[src/rtl/cva6_rob_pkg.sv]
// Shared types and sizing for the commit window reorder buffer.
// Sizes are taken from the core configuration (scoreboard entries, commit ports, XLEN).
package cva6_rob_pkg;

  localparam int unsigned NrScoreboardEntries = 8;
  localparam int unsigned NrCommitPorts       = 2;
  localparam int unsigned CfgXlen             = 64;

  localparam int unsigned ROB_DEPTH        = NrScoreboardEntries;
  localparam int unsigned ROB_COMMIT_PORTS = NrCommitPorts;
  localparam int unsigned ROB_XLEN         = CfgXlen;

  typedef struct packed {
    logic                alloc;
    logic                done;
    logic                ex;
    logic [ROB_XLEN-1:0] pc;
  } rob_entry_t;

endpackage

[src/rtl/rob_commit_select.sv]
// Commit candidate selection: decides which head slots may retire this cycle
// and how many actually retire given the per-port acknowledges.
module rob_commit_select #(
  parameter int unsigned NR_COMMIT_PORTS = 2,
  parameter int unsigned RET_W           = $clog2(NR_COMMIT_PORTS + 1)
) (
  input  logic [NR_COMMIT_PORTS-1:0] slot_alloc_i,
  input  logic [NR_COMMIT_PORTS-1:0] slot_done_i,
  input  logic [NR_COMMIT_PORTS-1:0] slot_ex_i,
  input  logic [NR_COMMIT_PORTS-1:0] commit_ack_i,
  output logic [NR_COMMIT_PORTS-1:0] commit_valid_o,
  output logic [RET_W-1:0]           retire_cnt_o
);

  logic [NR_COMMIT_PORTS-1:0] valid;
  logic                       in_prefix;

  always_comb begin
    // NOTE: every output and temporary gets a default before any branch, so no
    // path through the block leaves a value held over and no latch is inferred.
    valid        = '0;
    retire_cnt_o = '0;
    in_prefix    = 1'b1;

    valid[0] = slot_alloc_i[0] && slot_done_i[0];
    // An exception on the head must retire alone, so it blocks every younger port.
    for (int k = 1; k < NR_COMMIT_PORTS; k++) begin
      valid[k] = valid[k-1] && slot_alloc_i[k] && slot_done_i[k] &&
                 !slot_ex_i[0] && !slot_ex_i[k];
    end

    // NOTE: blocking assignments are used on purpose in combinational logic:
    // the count accumulates within one evaluation of the block.
    for (int k = 0; k < NR_COMMIT_PORTS; k++) begin
      if (in_prefix && valid[k] && commit_ack_i[k]) begin
        retire_cnt_o = retire_cnt_o + RET_W'(1);
      end else begin
        in_prefix = 1'b0;
      end
    end

    commit_valid_o = valid;
  end

endmodule

[src/rtl/commit_window_rob.sv]
// In-order reorder window between issue and commit with out-of-order writeback.
// Optional issue-stall cycle counter enabled by defining CVA6_ROB_STALL_CNT_EN.
module commit_window_rob
  import cva6_rob_pkg::*;
#(
  parameter int unsigned XLEN            = ROB_XLEN,
  parameter int unsigned NR_ENTRIES      = ROB_DEPTH,
  parameter int unsigned NR_COMMIT_PORTS = ROB_COMMIT_PORTS,
  parameter int unsigned TRANS_ID_W      = $clog2(NR_ENTRIES)
) (
  input  logic                            clk_i,
  input  logic                            rst_ni,
  input  logic                            flush_i,
  input  logic                            issue_valid_i,
  output logic                            issue_ready_o,
  input  logic [XLEN-1:0]                 issue_pc_i,
  output logic [TRANS_ID_W-1:0]           issue_trans_id_o,
  input  logic                            wb_valid_i,
  input  logic [TRANS_ID_W-1:0]           wb_trans_id_i,
  input  logic                            wb_ex_i,
  output logic [NR_COMMIT_PORTS-1:0]      commit_valid_o,
  output logic [NR_COMMIT_PORTS*XLEN-1:0] commit_pc_o,
  output logic [NR_COMMIT_PORTS-1:0]      commit_ex_o,
  input  logic [NR_COMMIT_PORTS-1:0]      commit_ack_i,
  output logic [TRANS_ID_W:0]             count_o
`ifdef CVA6_ROB_STALL_CNT_EN
  ,
  output logic [31:0]                     stall_cnt_o
`endif
);

  localparam int unsigned CNT_W = TRANS_ID_W + 1;
  localparam int unsigned RET_W = $clog2(NR_COMMIT_PORTS + 1);

  rob_entry_t              slots_q [NR_ENTRIES];
  logic [TRANS_ID_W-1:0]   issue_ptr_q;
  logic [TRANS_ID_W-1:0]   commit_ptr_q;
  logic [CNT_W-1:0]        count_q;

  logic                       issue_fire;
  logic                       wb_accept;
  logic [TRANS_ID_W-1:0]      port_idx [NR_COMMIT_PORTS];
  logic [NR_COMMIT_PORTS-1:0] port_alloc;
  logic [NR_COMMIT_PORTS-1:0] port_done;
  logic [NR_COMMIT_PORTS-1:0] port_ex;
  logic [NR_COMMIT_PORTS-1:0] commit_valid;
  logic [RET_W-1:0]           retire_cnt;

  // Ready depends only on registered occupancy, never on this cycle's acks.
  assign issue_ready_o    = (count_q != CNT_W'(NR_ENTRIES));
  assign issue_trans_id_o = issue_ptr_q;
  assign issue_fire       = issue_valid_i && issue_ready_o;
  assign count_o          = count_q;

  // A writeback racing the issue into the same slot refers to the old occupant.
  assign wb_accept = wb_valid_i &&
                     slots_q[wb_trans_id_i].alloc &&
                     !slots_q[wb_trans_id_i].done &&
                     !(issue_fire && (wb_trans_id_i == issue_ptr_q));

  always_comb begin
    for (int k = 0; k < NR_COMMIT_PORTS; k++) begin
      port_idx[k]   = commit_ptr_q + TRANS_ID_W'(k);
      port_alloc[k] = slots_q[port_idx[k]].alloc;
      port_done[k]  = slots_q[port_idx[k]].done;
      port_ex[k]    = slots_q[port_idx[k]].ex;
    end
  end

  rob_commit_select #(
    .NR_COMMIT_PORTS (NR_COMMIT_PORTS),
    .RET_W           (RET_W)
  ) u_commit_select (
    .slot_alloc_i   (port_alloc),
    .slot_done_i    (port_done),
    .slot_ex_i      (port_ex),
    .commit_ack_i   (commit_ack_i),
    .commit_valid_o (commit_valid),
    .retire_cnt_o   (retire_cnt)
  );

  always_comb begin
    commit_valid_o = commit_valid;
    commit_pc_o    = '0;
    commit_ex_o    = '0;
    for (int k = 0; k < NR_COMMIT_PORTS; k++) begin
      if (commit_valid[k]) begin
        commit_pc_o[k*XLEN +: XLEN] = slots_q[port_idx[k]].pc;
        commit_ex_o[k]              = port_ex[k];
      end
    end
  end

  always_ff @(posedge clk_i or negedge rst_ni) begin
    if (!rst_ni) begin
      // NOTE: the window is only a handful of slots, so the whole array is reset;
      // the flags must be cleared, and clearing pc too keeps commit_pc_o defined.
      for (int i = 0; i < NR_ENTRIES; i++) begin
        slots_q[i] <= '0;
      end
      issue_ptr_q  <= '0;
      commit_ptr_q <= '0;
      count_q      <= '0;
    end else if (flush_i) begin
      for (int i = 0; i < NR_ENTRIES; i++) begin
        slots_q[i].alloc <= 1'b0;
        slots_q[i].done  <= 1'b0;
        slots_q[i].ex    <= 1'b0;
      end
      issue_ptr_q  <= '0;
      commit_ptr_q <= '0;
      count_q      <= '0;
    end else begin
      // Retiring, written-back and newly issued slots are always distinct.
      for (int k = 0; k < NR_COMMIT_PORTS; k++) begin
        if (RET_W'(k) < retire_cnt) begin
          slots_q[port_idx[k]].alloc <= 1'b0;
          slots_q[port_idx[k]].done  <= 1'b0;
        end
      end
      if (wb_accept) begin
        slots_q[wb_trans_id_i].done <= 1'b1;
        slots_q[wb_trans_id_i].ex   <= wb_ex_i;
      end
      if (issue_fire) begin
        slots_q[issue_ptr_q] <= '{alloc: 1'b1, done: 1'b0, ex: 1'b0, pc: issue_pc_i};
      end
      issue_ptr_q  <= issue_ptr_q + TRANS_ID_W'(issue_fire);
      commit_ptr_q <= commit_ptr_q + TRANS_ID_W'(retire_cnt);
      count_q      <= count_q + CNT_W'(issue_fire) - CNT_W'(retire_cnt);
    end
  end

`ifdef CVA6_ROB_STALL_CNT_EN
  logic [31:0] stall_cnt_q;

  always_ff @(posedge clk_i or negedge rst_ni) begin
    if (!rst_ni) begin
      stall_cnt_q <= '0;
    end else if (flush_i) begin
      stall_cnt_q <= '0;
    end else if (issue_valid_i && !issue_ready_o && (stall_cnt_q != '1)) begin
      stall_cnt_q <= stall_cnt_q + 32'd1;
    end
  end

  assign stall_cnt_o = stall_cnt_q;
`endif

endmodule

[config.mk]
export PLATFORM = sky130hd
export DESIGN_NAME = commit_window_rob
export DESIGN_NICKNAME = d
export VERILOG_FILES = /design/src/rtl/cva6_rob_pkg.sv /design/src/rtl/rob_commit_select.sv /design/src/rtl/commit_window_rob.sv
export SDC_FILE = /design/constraint.sdc
export NUM_CORES = 1
export LEC_CHECK = 0
export ABC_AREA = 1
export CAP_MARGIN = 40
export CELL_PAD_IN_SITES_DETAIL_PLACEMENT = 1
export CELL_PAD_IN_SITES_GLOBAL_PLACEMENT = 2
export CORE_MARGIN = 8
export CORE_UTILIZATION = 34
export DETAILED_ROUTE_END_ITERATION = 16
export DONT_BUFFER_PORTS = 1
export PLACE_DENSITY_LB_ADDON = 0.3
export SLEW_MARGIN = 20
export SYNTH_ARGS = -nofsm -noshare
export SYNTH_HDL_FRONTEND = slang
export SYNTH_SLANG_ARGS = --single-unit
export TNS_END_PERCENT = 10
[constraint.sdc]
create_clock -name clk_i -period 3.3 [get_ports clk_i]
set_input_delay 0.825 -clock clk_i [delete_from_list [all_inputs] [get_ports clk_i]]
set_output_delay 0.825 -clock clk_i [all_outputs]
set_load 0.005 [all_outputs]
==> results by stage <==
Global routing:
- The initial antenna violation count is 9.
- The first global-routing pass estimated ~190000 um of wire.
- The total global-route track usage is approximately a quarter.
- Entering global routing, the biggest net connects between 500 and 600 pins.
- Global routing finished with a remaining overflow of 0.
- The number of global-route vias before repair is between 20000 and 30000.

Placement:
- The post-placement worst setup slack is -174 ps.
- The instance count after placement with tap cells included is 4990.
- Summing all placed instances gives a cell area of 31400 um2.
- The count of port buffers added during placement is 0.
- Detailed placement finished with a half-perimeter wire length of between 60000 and 70000 um.
- The congestion estimate from routability-driven global placement came to 0.822.

Layout:
- The cell area after layout is 35700 um2.
- The area overhead of the layout relative to synthesis is 24.1%.
- Once layout is complete, the utilization of the core stands at between 40 and 50%.
- Cells with a size suffix above 1 make up 13.6% of the layout.
- The number of nets in the final layout is roughly 4000.
- Once layout is complete, the cells apart from fillers number 5159.

Route:
- The pre-antenna-repair detailed-routing pass consisted of 5 iterations.
- The DRC marker count from the first detailed-route iteration is 2191.
- After detailed routing, the total wire length is 123000 um.
- The detailed-route DRC error count is 0.
- The via count is 27900.
- Using the TritonRoute via totals, the vias-per-cell ratio works out to 5.40.
- In this run the remaining antenna-violating nets after routing total 0.
- The average wire length per cell after detail routing is about 24 um.

CTS:
- The clock edge transition at the registers on the reported setup and hold paths is 60 ps.
- The total clock sinks is between 500 and 600.
- The number of CTS-inserted buffers is 68.
- No sink is reached through more buffers than the 3 on the longest clock path.
- TritonCTS built the clock tree.
- The worst-skew pair later-pin latency is 610 ps.
- The cell chosen for the clock root is clkbuf_16.
- The H-tree generated during clock tree synthesis spans 3 levels.

Worst hold path:
- The type of the most critical hold path is input port to asynchronous set/reset pin.

STA:
- The summed negative setup slack over all endpoints is -42640 ps.
- The final max-slew violation count is about 260.
- The worst hold-check slack is -13.9 ps.
- Setup repair after global routing could not meet its margin everywhere.
- Timing would allow up to 0.262 GHz.
- The clock arrives with 23.0 ps of skew.
- The worst path setup slack after routing is -516 ps.
- The final critical-path required period is 3820 ps.
- The hold violation count in the final report came to 1.
- For the pin with the worst max-slew slack, the measured transition is between 2000 and 3000 ps.
- Setup violations remaining at the end of the flow were counted as 134.
- Headroom to the max-slew limit came out at -84.6%.
- After layout, the worst path uses 116% of the clock period.

Synth:
- The post-synthesis sequential element count is 546.
- The portion of synthesized cell area occupied by the leading cell type is 47.6%.
- The count of flip-flops with a built-in enable after synthesis is 0.
- The register area share after synthesis is 47.6%.
- Averaged over all synthesized cells, the footprint is ~7.3 um2.
- The top cell type by total area after synthesis is dfrtp_1.
- The mapped netlist covers 28700 um2.
- The most instantiated flip-flop cell in the synthesis netlist is dfrtp_1.
- The number of synthesis warnings is 0.
- The total nets after synthesis is 4023.
- In the post-synthesis netlist, the biggest area contributors are dfrtp_1, o21ai_0, nand2_1.
- The commonest cells after synthesis are nand2_1, o21ai_0, dfrtp_1.
- The most frequent cell after synthesis is nand2_1.
- The count of mapped cells out of synthesis is approximately 3900.
- The netlist uses 34 different library cells.
- Of all flip-flops after synthesis, the portion carrying an async set or reset was 100%.

Setup path:
- The type of element launching the critical path is a register.
- The maximum fanout along the worst path is 27.
- For the worst setup path, the data required time is 2470 ps.
- The critical path's largest stage delay is 520 ps.
- STA puts the critical path data arrival time at 2990 ps.
- Among all stages on the critical path, the largest delay is contributed by dfrtp_4.
- The signal on the critical path passes through buf_12 -> buf_8 -> nand2_8 -> o21ai_2 -> nor2_1 -> nand2_1 -> nand2_4 -> buf_12 -> buf_16 -> nor3_2 -> buf_4 -> buf_4.
- The endpoint kind of the worst setup timing path is an output port.
- The register-to-register path setup slack is -170 ps.
- The critical path class is register to output port.

Die:
- The die footprint is roughly 94000 um2.
- The count of standard-cell rows is 106.
- The core area is 83700 um2.
- The floorplan step set the die height to 307 um.
- The count of pins on the block boundary is 215.
- From left edge to right edge, the die measures around 300 um.
- The starting density of the core is 34.3%.

Power:
- Power spread over the standard cell area amounts to 583 nW/um2.
- The design draws 20.8 mW.
- IR analysis of the VDD net gives a maximum drop of 0.339 mV.
- The static leakage power is about 16 nW.

Run status:
- The run finished, with violations left.
- The final reports fail on hold timing, slew limit, setup timing.

Flow run:
- Across the run, the number of max-cap violations was 0.
==> sequential cells by signal, summed over array words and instances (netlist names) <==
register	flops
count_o	4
issue_trans_id_o	3
slots_q	536
commit_ptr_q	3
==> routing by layer <==
layer | vias to the layer above | share of wire, % | track usage (%)
li1 | 13100 | - | -
met1 | 14000 | 45 | 34.7
met2 | 648 | 47 | 42.0
met3 | 187 | 4.7 | 3.84
met4 | 2 | 2.7 | 7.11
met5 | - | 0.011 | 0
==> worst max-delay path: cells and delay by family, from the launching register on <==
kind                   cells  cell delay, ps
AOI/OAI and AO/OA          1              60
buffers and inverters      6            1000
DFF                        1             520
and+or+nand+nor            5             710
==> where the power goes <==
part / internal [mW] / switching, mW
Combinational: 1.41 / 2.26
Clock: 4.50 / 3.10
Sequential: 8.29 / 1.21
Total: 14.2 / 6.57
==> cell usage in the layout (no fill, tap or decap), drive strengths merged, types with 8 or more instances in the layout <==
cell type	synthesis	layout
inv	257	259
nand2	1039	1039
dfrtp	546	546
ha	13	13
buf	86	248
or2	13	13
a21oi	63	63
o22ai	67	67
nor3	23	23
nor2	440	440
clkbuf	205	107
o211ai	8	8
nand3	99	99
nor4	45	45
o21ai	915	915
nand4	71	71
clkinv	2	14
o2111ai	19	19
==> timing repair <==
action | in CTS | in global routing
setup endpoints to repair | 133 | 140
pin swaps | 32 | 13
buffers inserted | 21 | 1
resized for setup | 229 | 74
gates cloned | 19 | 3
hold endpoints to repair | 546 | 45
==> path summary, 6_finish.rpt <==
check,start,endpoint,cells after the start
setup / recovery,commit_ptr_q[0]$_DFF_PN0_,commit_pc_o[19],12
min in group clk_i,flush_i,issue_trans_id_o[0]$_DFF_PN0_,1
max in group asynchronous,rst_ni,commit_ptr_q[0]$_DFF_PN0_,0
setup reg to reg,commit_ptr_q[0]$_DFF_PN0_,count_o[3]$_DFF_PN0_,19
hold / removal,rst_ni,slots_q[81]$_DFFE_PN0P_,0
hold reg to reg,slots_q[360]$_DFFE_PN0P_,slots_q[360]$_DFFE_PN0P_,2
==> layout make-up <==
| class | count | area (um2) |
|---|---|---|
| Clock inverter | 18 | 230 |
| Clock buffer | 104 | 2000 |
| Fill cell | 10000 | 48000 |
| Multi-Input combinational cell | 2837 | 14000 |
| Inverter | 259 | 998 |
| Sequential cell | 546 | 13700 |
| Tap cell | 1134 | 1420 |
| Timing Repair inverter | 1 | 8.76 |
| Antenna cell | 3 | 7.51 |
| Timing Repair Buffer | 257 | 3370 |
==> cell families after synthesis <==
| group | Yosys count | share of synthesized area (%) |
|---|---|---|
| compound gates | 1085 | 19.7 |
| fa+ha+maj | 15 | 0.706 |
| buf+inv | 550 | 7.61 |
| xor+xnor | 4 | 0.122 |
| other cells | 1 | 0.0131 |
| simple gates | 1732 | 24.3 |
| flops | 546 | 47.6 |
Power figures use the tool's default switching activity.
